==> config.mk <==
export PLATFORM = sky130hd
export DESIGN_NAME = fetch_unit
export DESIGN_NICKNAME = d
export VERILOG_FILES = /design/src/rtl/fetch_pkg.sv /design/src/rtl/fetch_len_decode.sv /design/src/rtl/fetch_unit.sv
export SDC_FILE = /design/constraint.sdc
export NUM_CORES = 1
export LEC_CHECK = 0
export ABC_AREA = 1
export CAP_MARGIN = 20
export CORE_MARGIN = 1.5
export CORE_UTILIZATION = 35
export CTS_CLUSTER_SIZE = 10
export DETAILED_ROUTE_END_ITERATION = 12
export GPL_ROUTABILITY_DRIVEN = 0
export MAX_ROUTING_LAYER = met4
export PLACE_DENSITY = 0.68
export RECOVER_POWER = 100
export SLEW_MARGIN = 15
export SYNTH_ARGS = -nofsm -noshare
export SYNTH_HDL_FRONTEND = slang
export SYNTH_SLANG_ARGS = --single-unit
==> constraint.sdc <==
create_clock -name clk -period 3.4 [get_ports clk]
set_input_delay 0.34 -clock clk [delete_from_list [all_inputs] [get_ports clk]]
set_output_delay 0.34 -clock clk [all_outputs]
set_load 0.05 [all_outputs]
==> src/rtl/fetch_pkg.sv <==
`default_nettype none
// +--------------------------------------------------------------------+
// | Module      : fetch_pkg                                            |
// | Description : Shared types and constants for the fetch stage:      |
// |               FSM states, instruction length codes and the bit     |
// |               positions of the opcode length field.                |
// | Revision    : 1.0 - initial release                                |
// +--------------------------------------------------------------------+
package fetch_pkg;

  // Fetch FSM states
  typedef enum logic [1:0] {
    FETCH_OP = 2'd0,
    FETCH_B1 = 2'd1,
    FETCH_B2 = 2'd2,
    HOLD     = 2'd3
  } fetch_state_t;

  // Instruction length in bytes, encoded directly as the byte count
  localparam logic [1:0] LEN1 = 2'd1;
  localparam logic [1:0] LEN2 = 2'd2;
  localparam logic [1:0] LEN3 = 2'd3;

  // Opcode bits carrying the length field
  localparam int OPC_LEN_MSB = 7;
  localparam int OPC_LEN_LSB = 6;

  // Length field values; 2'b11 is reserved and treated as one byte
  localparam logic [1:0] LFIELD_1B  = 2'b00;
  localparam logic [1:0] LFIELD_2B  = 2'b01;
  localparam logic [1:0] LFIELD_3B  = 2'b10;

  // Default program counter after reset
  localparam logic [15:0] DEFAULT_RESET_PC = 16'h0000;

endpackage : fetch_pkg
`default_nettype wire

==> src/rtl/fetch_len_decode.sv <==
`default_nettype none
// +--------------------------------------------------------------------+
// | Module      : fetch_len_decode                                     |
// | Description : Combinational opcode -> instruction length decode.   |
// |               Kept standalone so the decoder can reuse it.         |
// | Revision    : 1.0 - initial release                                |
// +--------------------------------------------------------------------+
module fetch_len_decode
  import fetch_pkg::*;
(
  input  logic [7:0] i_opcode,
  output logic [1:0] o_len
);

  // Map the two-bit length field to a byte count; reserved code is 1 byte
  always_comb begin
    o_len = LEN1;
    case (i_opcode[OPC_LEN_MSB:OPC_LEN_LSB])
      LFIELD_1B: o_len = LEN1;
      LFIELD_2B: o_len = LEN2;
      LFIELD_3B: o_len = LEN3;
      default:   o_len = LEN1;
    endcase
  end

endmodule : fetch_len_decode
`default_nettype wire

==> src/rtl/fetch_unit.sv <==
`default_nettype none
// +--------------------------------------------------------------------+
// | Module      : fetch_unit                                           |
// | Description : Instruction fetch stage. Reads one byte per cycle,   |
// |               assembles 1-3 byte instructions, presents them to    |
// |               the decoder on a valid/ready handshake and accepts   |
// |               branch redirects from execute.                       |
// | Revision    : 1.0 - initial release                                |
// +--------------------------------------------------------------------+
module fetch_unit
  import fetch_pkg::*;
#(
  parameter int                    ADDR_WIDTH = 16,
  parameter int                    DATA_WIDTH = 8,
  parameter logic [ADDR_WIDTH-1:0] RESET_PC   = ADDR_WIDTH'(DEFAULT_RESET_PC)
) (
  input  logic                  clk,
  input  logic                  rst_n,
  input  logic                  fetch_enable,
  output logic [ADDR_WIDTH-1:0] mem_address,
  input  logic [DATA_WIDTH-1:0] mem_read_data,
  output logic                  mem_write_enable,
  output logic                  instr_valid,
  input  logic                  instr_ready,
  output logic [7:0]            instr_opcode,
  output logic [15:0]           instr_operand,
  output logic [ADDR_WIDTH-1:0] instr_pc,
  input  logic                  redirect_valid,
  input  logic [ADDR_WIDTH-1:0] redirect_pc
);

  fetch_state_t          r_state;
  fetch_state_t          w_state_nxt;
  logic [ADDR_WIDTH-1:0] r_pc;
  logic [7:0]            r_opcode;
  logic [15:0]           r_operand;
  logic [ADDR_WIDTH-1:0] r_instr_pc;

  logic [7:0]            w_dec_opcode;
  logic [1:0]            w_len;
  logic                  w_ld_op;
  logic                  w_ld_b1;
  logic                  w_ld_b2;
  logic                  w_pc_inc;

  // In FETCH_OP the opcode is still on the memory bus; afterwards it is latched
  assign w_dec_opcode = (r_state == FETCH_OP) ? mem_read_data[7:0] : r_opcode;

  fetch_len_decode u_len_decode (
    .i_opcode (w_dec_opcode),
    .o_len    (w_len)
  );

  // State register
  always_ff @(posedge clk or negedge rst_n) begin
    if (!rst_n) r_state <= FETCH_OP;
    else        r_state <= w_state_nxt;
  end

  // Next-state and datapath load enables; redirect overrides everything
  always_comb begin
    w_state_nxt = r_state;
    w_ld_op     = 1'b0;
    w_ld_b1     = 1'b0;
    w_ld_b2     = 1'b0;
    w_pc_inc    = 1'b0;
    case (r_state)
      FETCH_OP: begin
        if (fetch_enable) begin
          w_ld_op     = 1'b1;
          w_pc_inc    = 1'b1;
          w_state_nxt = (w_len == LEN1) ? HOLD : FETCH_B1;
        end
      end
      FETCH_B1: begin
        w_ld_b1     = 1'b1;
        w_pc_inc    = 1'b1;
        w_state_nxt = (w_len == LEN3) ? FETCH_B2 : HOLD;
      end
      FETCH_B2: begin
        w_ld_b2     = 1'b1;
        w_pc_inc    = 1'b1;
        w_state_nxt = HOLD;
      end
      HOLD: begin
        if (instr_ready) w_state_nxt = FETCH_OP;
      end
      default: w_state_nxt = FETCH_OP;
    endcase
    if (redirect_valid) begin
      w_state_nxt = FETCH_OP;
      w_ld_op     = 1'b0;
      w_ld_b1     = 1'b0;
      w_ld_b2     = 1'b0;
      w_pc_inc    = 1'b0;
    end
  end

  // Program counter: redirect load or modulo-2^ADDR_WIDTH increment
  always_ff @(posedge clk or negedge rst_n) begin
    if (!rst_n)              r_pc <= RESET_PC;
    else if (redirect_valid) r_pc <= redirect_pc;
    else if (w_pc_inc)       r_pc <= r_pc + ADDR_WIDTH'(1);
  end

  // Instruction assembly; operand is cleared on each new opcode so absent bytes read 0
  always_ff @(posedge clk or negedge rst_n) begin
    if (!rst_n) begin
      r_opcode   <= 8'h00;
      r_operand  <= 16'h0000;
      r_instr_pc <= '0;
    end else begin
      if (w_ld_op) begin
        r_opcode   <= mem_read_data[7:0];
        r_operand  <= 16'h0000;
        r_instr_pc <= r_pc;
      end
      if (w_ld_b1) r_operand[7:0]  <= mem_read_data[7:0];
      if (w_ld_b2) r_operand[15:8] <= mem_read_data[7:0];
    end
  end

  // Outputs come straight from registers; valid is simply "in HOLD"
  assign mem_address      = r_pc;
  assign mem_write_enable = 1'b0;
  assign instr_valid      = (r_state == HOLD);
  assign instr_opcode     = r_opcode;
  assign instr_operand    = r_operand;
  assign instr_pc         = r_instr_pc;

endmodule : fetch_unit
`default_nettype wire

==> out/results.tsv, run 1 <==
metric	value	unit
Mapped Area	2920	sq um
Post-CTS Hold Buffers	0	
CTS sink count	58	
Cells after Synth	347	
die height	94.4	um
Register Area	1450	sq um
final setup vio count	0	
worst ir drop on vdd	0.381	mV
syn avg cell area	8.42	sq um
Pwr Total	4.30	mW
H-tree Lvls	3	
final antenna-violating net count	0	
Ant. Diodes	0	
Remaining DRCs	0	
f_max	414	MHz
CTS root buf	clkbuf_8	
Worst Setup Start Kind	input pin	
CP Class	input pin to flop	
via count	2529	
fin crit share	71.0	%
Comb pwr share	55.2	%
share of cells above drive strength 1	8.68	%
Yosys reg bits	58	
CP Capture Type	flop	
share of power burned in registers	29.8	%
I/O Pins	87	
Lkg Pwr	1.98	nW
Starting Density	35.9	%
worst-margin pin slew	1.16	ns
Avg WL per Cell	13.1	um
Synth cell types	35	
Non-Filler Instances	543	
# nets final	470	
clock-pin slew on the worst setup and hold paths	0.07	ns
# Post-CTS Setup Buffers	0	
clk_skew	0.00442	ns
setup TNS	0	ns
clock share of power	15.1	%
Rows	33	
initial DRC count	104	
Die Wd	94.4	um
GRT Total Usage	17.8	%
Post-Route WL	7130	um
most frequent cells in the layout	nand2_1 (96), dlygate4sd3_1 (59), dfrtp_1 (58), o21ai_0 (41), inv_1 (39)	
Switching Power	2.23	mW
Post-Place Worst Slack	0.973	ns
Post-Place Cells	525	
commonest non-fill, non-tap cell in the layout	nand2_1	
grt total ovfl	0	
Rel. slew slack	22.3	%
area added between synthesis and finish	37.5	%
Detailed Place HPWL	5300	um
CTS tree	built	
CTS Buffer Depth	2	
PortBufs	85	
required time worst endpoint	3.63	ns
Via-to-Cell Ratio	4.66	
register area share after synthesis	49.7	%
Final min period	2.41	ns
post-CTS sizing	0	
largest net degree at the start of global routing	62	
count of pins over their slew limit	0	
worst skew pair latency	0.34	ns
vias in the first global route	2458	
Mapped Nets	384	
cts bufs inserted	9	
status	complete, no violations	
Final Hold Viols	0	
Critical Path AT	2.64	ns
Sw Share	52.0	%
Fillers	800	
iteration count of the initial detailed-routing pass	4	
worst min path class	flop to flop	
Core Region	8130	sq um
initial antenna violation count	0	
PD cells	1070	nW/um^2
unrepaired setup endpoints after global routing	no	
total of max-cap violations	0	
area of the multi-input gates	1180	sq um
Synthesis Warnings	0	
critical path fanouts, max	61	
Int Power	2.06	mW
global-route wire length before repair	11700	um
Die ar.	8910	sq um
PnR worst setup slack	0.986	ns
==> worst max-delay path, cell delays in order <==
cell and delay (ns):
dlygate4sd3_1 1.05, inv_6 0.10, nand2_2 0.72, mux2_2 0.41
==> state kept, by name, summed over array words and instances (netlist names) <==
| name | flops |
|---|---|
| instr_opcode | 8 |
| instr_operand | 16 |
| instr_pc | 16 |
| mem_address | 16 |
| r_state | 2 |
==> cells by family (layout without fill, tap and decap cells) <==
group,after synthesis,after routing,synth area share (%)
XOR/XNOR,5,5,1.50
flip-flops,58,58,49.7
AND/OR/NAND/NOR,160,160,24.4
other,1,1,0.128
buffers and inverters,57,148,8.78
AO/OA/AOI/OAI,55,55,10.7
multiplexers,3,3,1.41
adder cells (fa/ha/maj),8,8,3.42
==> cells in the mapped netlist, drive strengths merged <==
library cell	instances	area, sq um
buf	11	77.6
conb	1	3.75
inv	42	163
nand2	104	420
clkbuf	2	7.51
nand3	39	205
o211ai	4	35.0
xor2	4	35.0
nor2	15	76.3
mux2	3	41.3
dfrtp	58	1450
clkinv	2	8.75
xnor2	1	8.76
ha	8	100
nand4	2	12.5
o22ai	3	18.8
o21a	1	7.51
o21ai	43	215
a21oi	4	35.0
==> metrics by stage <==
step	cell area [sq um]	utilization, %	hold slack, ns
after floorplan	2920	-	0.0444
after global placement	3820	47.0	0.468
after detailed placement	3820	47.0	0.477
after CTS	4030	49.5	0.199
after global routing	4020	49.4	0.517
final	4020	49.4	0.484
==> power groups by stage <==
stage	combinational (mW)	clock, mW	sequential [mW]
final	2.37	0.648	1.28
after global routing	2.53	0.693	1.33
after CTS	2.53	0.660	1.29
after detailed placement	2.53	0	1.31
after global placement	2.50	0	1.29
after floorplan	0.677	0	2.30
==> metal layers <==
| metal | track usage, % | part of all wire (%) | up-vias |
|---|---|---|---|
| met5 | - | 0 | - |
| met4 | 7.46 | 1.6 | 0 |
| met3 | 3.54 | 4.2 | 8 |
| met2 | 27.3 | 49 | 60 |
| met1 | 22.9 | 45 | 1184 |
| li1 | - | - | 1277 |
==> area by class of cell <==
type,count,area share [%]
clock inverters,5,1.31
flip-flops and latches,58,36.1
well taps,105,3.27
multi-input cells,232,29.4
inverters,44,4.26
repair buffers,88,21.8
clock buffers,11,3.77
==> worst paths after layout <==
path                                 from                to  slack [ns]  cells after the start
min reg2reg                  instr_pc[14]      instr_pc[14]        0.48                      2
min                          instr_pc[14]      instr_pc[14]        0.48                      2
max in group asynchronous           rst_n  instr_operand[6]        1.80                      3
max reg2reg                    r_state[0]   mem_address[12]        1.12                      9
min in group asynchronous           rst_n       instr_pc[2]        0.51                      2
max                        redirect_valid       instr_pc[2]        0.99                      4
No activity file was read; power rests on OpenSTA's default activity.
==> run 2: changes to the inputs <==
- clock period: 3.4 -> 2.5 ns (I/O delays scaled with it)
==> run 2 against run 1 <==
- the flow now finishes with violations (max-capacitance violations, max-slew violations)
- wire length down 0.35%
- register-to-register slack worse by 0.65 ns
- largest cell class unchanged
- flip-flop and latch count unchanged
- critical endpoint is now instr_valid
==> out/results.tsv, run 2 (synthesis gave the netlist of run 1 again) <==
metric	value	unit	change
Rows	33		unchanged
met2 WL	3410	um	-2.5%
clk_skew	0.00719	ns	+0.00277 ns
status	finished with violations		
Starting Density	35.9	%	unchanged
Die ar.	8910	sq um	unchanged
hold path start	instr_pc[14]		
clock-pin slew on the worst setup and hold paths	0.07	ns	about the same
fin crit share	82.4	%	
cts bufs inserted	9		unchanged
count of pins over their slew limit	38		+38
Die Wd	94.4	um	unchanged
Top Layer Used	met4		
most frequent cells in the layout	nand2_1 (96), dfrtp_1 (58), dlygate4sd3_1 (57), o21ai_0 (41), inv_1 (40)		
failing checks	max-capacitance violations, max-slew violations		
WHS	0.481	ns	-0.00287 ns
Final Hold Viols	0		unchanged
Register Area	1450	sq um	unchanged
vias in the first global route	2396		-2.5%
iteration count of the initial detailed-routing pass	4		unchanged
reg-to-reg slack, setup	0.47	ns	-0.65 ns
CP Capture Type	output port		
total of max-cap violations	1		+1
area added between synthesis and finish	37.6	%	about the same
worst-margin pin slew	2.07	ns	+0.912 ns
worst min path class	flop to flop		
I/O Pins	87		unchanged
worst hold path stage count	2		unchanged
Rel. slew slack	-38.3	%	-61 points
CTS tree	built		
critical path fanouts, max	5		-92%
f_max	485	MHz	
GRT Total Usage	17.6	%	-0.13 points
Worst Setup Start Kind	flop		
Critical Path AT	1.81	ns	-0.83 ns
RR Startpoint	r_state[0]		
PnR worst setup slack	0.440	ns	-0.547 ns
worst ir drop on vdd	0.645	mV	+69%
Post-Place Worst Slack	0.531	ns	-0.442 ns
Non-Filler Instances	545		+0.37%
PortBufs	85		unchanged
Post-CTS Hold Buffers	0		unchanged
# Post-CTS Setup Buffers	0		unchanged
CTS Buffer Depth	2		unchanged
unrepaired setup endpoints after global routing	no		
Lkg Pwr	1.98	nW	about the same
Avg WL per Cell	13.0	um	-0.72%
H-tree Lvls	3		unchanged
reg2reg end	instr_operand[11]		
Detailed Place HPWL	5280	um	-0.41%
# nets final	472		+0.43%
die height	94.4	um	unchanged
routed wl met3	287	um	-5.0%
Fillers	784		-2.0%
setup TNS	0	ns	unchanged
via count	2521		-0.32%
wl on met1	3320	um	+3.3%
final antenna-violating net count	0		unchanged
required time worst endpoint	2.25	ns	-1.38 ns
hold endpoint	instr_pc[14]		
CP Class	flop to output port		
global-route wire length before repair	11700	um	-0.18%
share of cells above drive strength 1	9.09	%	+0.42 points
Via-to-Cell Ratio	4.63		-0.68%
final setup vio count	0		unchanged
CTS root buf	clkbuf_8		
CTS sink count	58		unchanged
PD cells	1460	nW/um^2	+36%
grt total ovfl	0		unchanged
Remaining DRCs	0		unchanged
Ant. Diodes	0		unchanged
Post-Route WL	7100	um	-0.35%
initial DRC count	135		+30%
Post-Place Cells	529		+0.76%
commonest non-fill, non-tap cell in the layout	nand2_1		
worst skew pair latency	0.33	ns	about the same
initial antenna violation count	0		unchanged
area of the multi-input gates	1190	sq um	+0.21%
post-CTS sizing	0		unchanged
worst r2r path cells	8		-1
Core Region	8130	sq um	unchanged
Final min period	2.06	ns	
largest net degree at the start of global routing	39		-37%
-- run 2: changes by cell type in the layout (fill, tap and decap cells not counted), sizes merged --
cell,previous run,this run
buf,1,3
clkbuf,13,15
clkdlybuf4s50,26,27
clkinv,5,3
clkinvlp,1,2
dlygate4sd3,59,57
-- run 2: per-layer routing --
layer	vias to the layer above	global-route usage [%]
met1	1174	24.4
met4	0	6.84
met5	-	-
met2	50	26.0
li1	1288	-
met3	9	2.74
-- run 2: cell type report --
type	instances	area share [%]
clock inverters	4	1.24
multi-input cells	232	29.5
well taps	105	3.27
inverters	44	4.26
flip-flops and latches	58	36.1
repair buffers	90	21.8
clock buffers	12	3.86
-- run 2: worst max path at each step --
| stage | startpoint | end | slack [ns] | depth (start not counted) |
|---|---|---|---|---|
| CTS | r_state[1] | instr_valid | 0.49 | 2 |
| floorplan | mem_address[0] | mem_address[10] | 0.87 | 8 |
| global placement | r_state[0] | mem_address[9] | 0.65 | 9 |
| global route | r_state[0] | instr_operand[7] | 0.24 | 8 |
| detailed placement | r_state[0] | mem_address[14] | 0.53 | 9 |
| finish | r_state[1] | instr_valid | 0.44 | 2 |
-- run 2: metrics by stage --
step	utilization, %	area (sq um)	power (mW)
2_1_floorplan	-	2920	4.06
6_report	49.4	4020	5.85
5_1_grt	49.4	4020	6.21
3_3_place_gp	47.4	3850	5.16
3_5_place_dp	47.4	3850	5.21
4_1_cts	49.9	4060	6.11
-- run 2: worst max-delay path, cell delays in order, from the launching register on --
cell and delay (ns):
dfrtp_1 0.42, ha_1 0.19, dlygate4sd3_1 0.88
-- run 2: where the power goes --
group          switching [mW]  internal [mW]
Sequential              0.369           1.36
Combinational            2.29          0.942
Clock                   0.380          0.513
Total                    3.04           2.81
==> run 3: changes to the inputs <==
- PLACE_DENSITY: 0.68 -> 0.71
- clock period: 2.5 -> 1.68 ns (I/O delays scaled with it)
==> run 3 against run 2 <==
- the run now ends clean
- hold slack lost 0.079 ns
- register-to-register slack got worse by 0.38 ns
- wire length grew 7.8%
- first-iteration DRC count up 18%
- power grew 49%
- critical endpoint is now mem_address[1]
- largest power group unchanged
==> out/results.tsv, run 3 (synthesis gave the netlist of run 1 again) <==
metric	value	unit	change
CTS sink count	58		unchanged
Comb pwr share	53.8	%	-1.4 points
Ant. Diodes	0		unchanged
fin crit share	94.7	%	
Starting Density	35.9	%	unchanged
Register Area	1450	sq um	unchanged
clock share of power	16.6	%	+1.3 points
share of power burned in registers	29.7	%	+0.2 points
CTS tree	built		
PD cells	2220	nW/um^2	+53%
GRT Total Usage	18.5	%	+0.88 points
area added between synthesis and finish	34.4	%	
share of cells above drive strength 1	14.6	%	+5.5 points
Core Region	8130	sq um	unchanged
Final Hold Viols	0		unchanged
status	complete, no violations		
Setup crit start	r_state[0]		
# nets final	483		+2.3%
placed inst area	3850	sq um	unchanged
count of pins over their slew limit	0		-100%
grt total ovfl	0		unchanged
H-tree Lvls	3		unchanged
f_max	628	MHz	
global-route wire length before repair	12400	um	+5.6%
critical path fanouts, max	17		+12
Final min period	1.59	ns	
final std cell area, no fill	3930	sq um	-2.3%
initial antenna violation count	0		unchanged
worst min path class	input pin to flop		
clock-pin slew on the worst setup and hold paths	0.07	ns	about the same
CTS root buf	clkbuf_8		
clk_skew	0.0109	ns	+0.00368 ns
reg-to-reg slack, setup	0.09	ns	-0.38 ns
Via-to-Cell Ratio	4.71		+1.8%
area of the multi-input gates	1230	sq um	+4.0%
cts bufs inserted	9		unchanged
Lkg Pwr	1.90	nW	-3.9%
CP Capture Type	flop		
hold path start	redirect_pc[7]		
die height	94.4	um	unchanged
Detailed Place HPWL	5720	um	+8.3%
Remaining DRCs	0		unchanged
final antenna-violating net count	0		unchanged
Die Wd	94.4	um	unchanged
Avg WL per Cell	13.8	um	+5.7%
Post-Route WL	7650	um	+7.8%
worst-margin pin slew	1.10	ns	-0.974 ns
PortBufs	85		unchanged
commonest non-fill, non-tap cell in the layout	nand2_1		
RR Startpoint	r_state[0]		
CTS Buffer Depth	2		unchanged
via count	2617		+3.8%
largest net degree at the start of global routing	30		-23%
Rows	33		unchanged
Fillers	804		+2.6%
CP Class	flop to flop		
initial DRC count	159		+18%
most frequent cells in the layout	nand2_1 (96), dfrtp_1 (58), clkbuf_1 (42), o21ai_0 (40)		
Critical Path AT	1.81	ns	about the same
PnR worst setup slack	0.0883	ns	-0.351 ns
total of max-cap violations	0		-1
Die ar.	8910	sq um	unchanged
I/O Pins	87		unchanged
iteration count of the initial detailed-routing pass	4		unchanged
final setup vio count	0		unchanged
Post-Place Worst Slack	-0.167	ns	-0.698 ns
Int Power	4.01	mW	+42%
required time worst endpoint	1.90	ns	-0.35 ns
Sw Share	54.1	%	+2.2 points
vias in the first global route	2612		+9.0%
Rel. slew slack	26.7	%	+65 points
Switching Power	4.72	mW	+55%
final core utilization	48.3	%	-1.2 points
worst ir drop on vdd	0.756	mV	+17%
Worst Setup Start Kind	flop		
worst skew pair latency	0.34	ns	about the same
## run 3: cell types whose count changed in the layout (fill, tap and decap cells not counted), sizes merged
cell,change
inv,+2
bufinv,+1
buf,+13
clkbuf,+43
dlygate4sd2,+8
dlygate4sd3,-56
## run 3: critical path, cell delays in order (launching register included)
cell and delay, ns:
dfrtp_1 0.36, inv_2 0.07, ha_1 0.29, inv_1 0.08, a21oi_4 0.18, nor2_4 0.06
buf_12 0.16, buf_4 0.13, nor2_2 0.10, a21oi_2 0.04
## run 3: path summary, 6_finish.rpt
check                                   to  cells after the start
max in group asynchronous      instr_pc[7]                      3
min in group asynchronous  instr_opcode[7]                      2
hold / removal              mem_address[7]                      3
setup reg to reg            mem_address[1]                      9
setup / recovery            mem_address[1]                      9
hold reg to reg                instr_pc[0]                      2
## run 3: per-stage QoR
stage                     power [mW]  hold WS, ns  setup TNS (ns)  std cells
after floorplan                 6.03       -0.128               0        347
after global placement          7.67        0.135          -0.569        537
after detailed placement        7.77        0.145           -1.85        537
after CTS                       9.19        0.312               0        554
after global routing            9.26        0.438         -0.0107        556
final                           8.73        0.402               0        556
## run 3: repair_timing
action,in CTS,in global routing
endpoints found under the setup margin,50,52
endpoints found under the hold margin,15,0
hold buffers,1,0
buffers inserted,0,2
resized for setup,11,15
pin swaps,0,1
## run 3: power by group through the flow
stage	clock [mW]	combinational [mW]	sequential (mW)
floorplan	0	1.37	4.66
global route	1.56	5.03	2.67
CTS	1.47	5.12	2.59
finish	1.45	4.69	2.59
detailed placement	0	5.15	2.62
global placement	0	5.07	2.60
## run 3: final cells by class
class	count	share of cell area [%]
Sequential cell	58	37.0
Multi-Input combinational cell	232	31.4
Timing Repair Buffer	101	18.2
Inverter	44	4.40
Tap cell	105	3.35
Clock buffer	9	3.15
Clock inverter	7	2.58
## run 3: metal layers
metal	vias up	global-route usage [%]	routed length, um
li1	1307	-	-
met1	1239	22.8	3350
met2	64	30.5	3880
met3	7	3.14	331
met4	0	7.09	85
met5	-	-	0
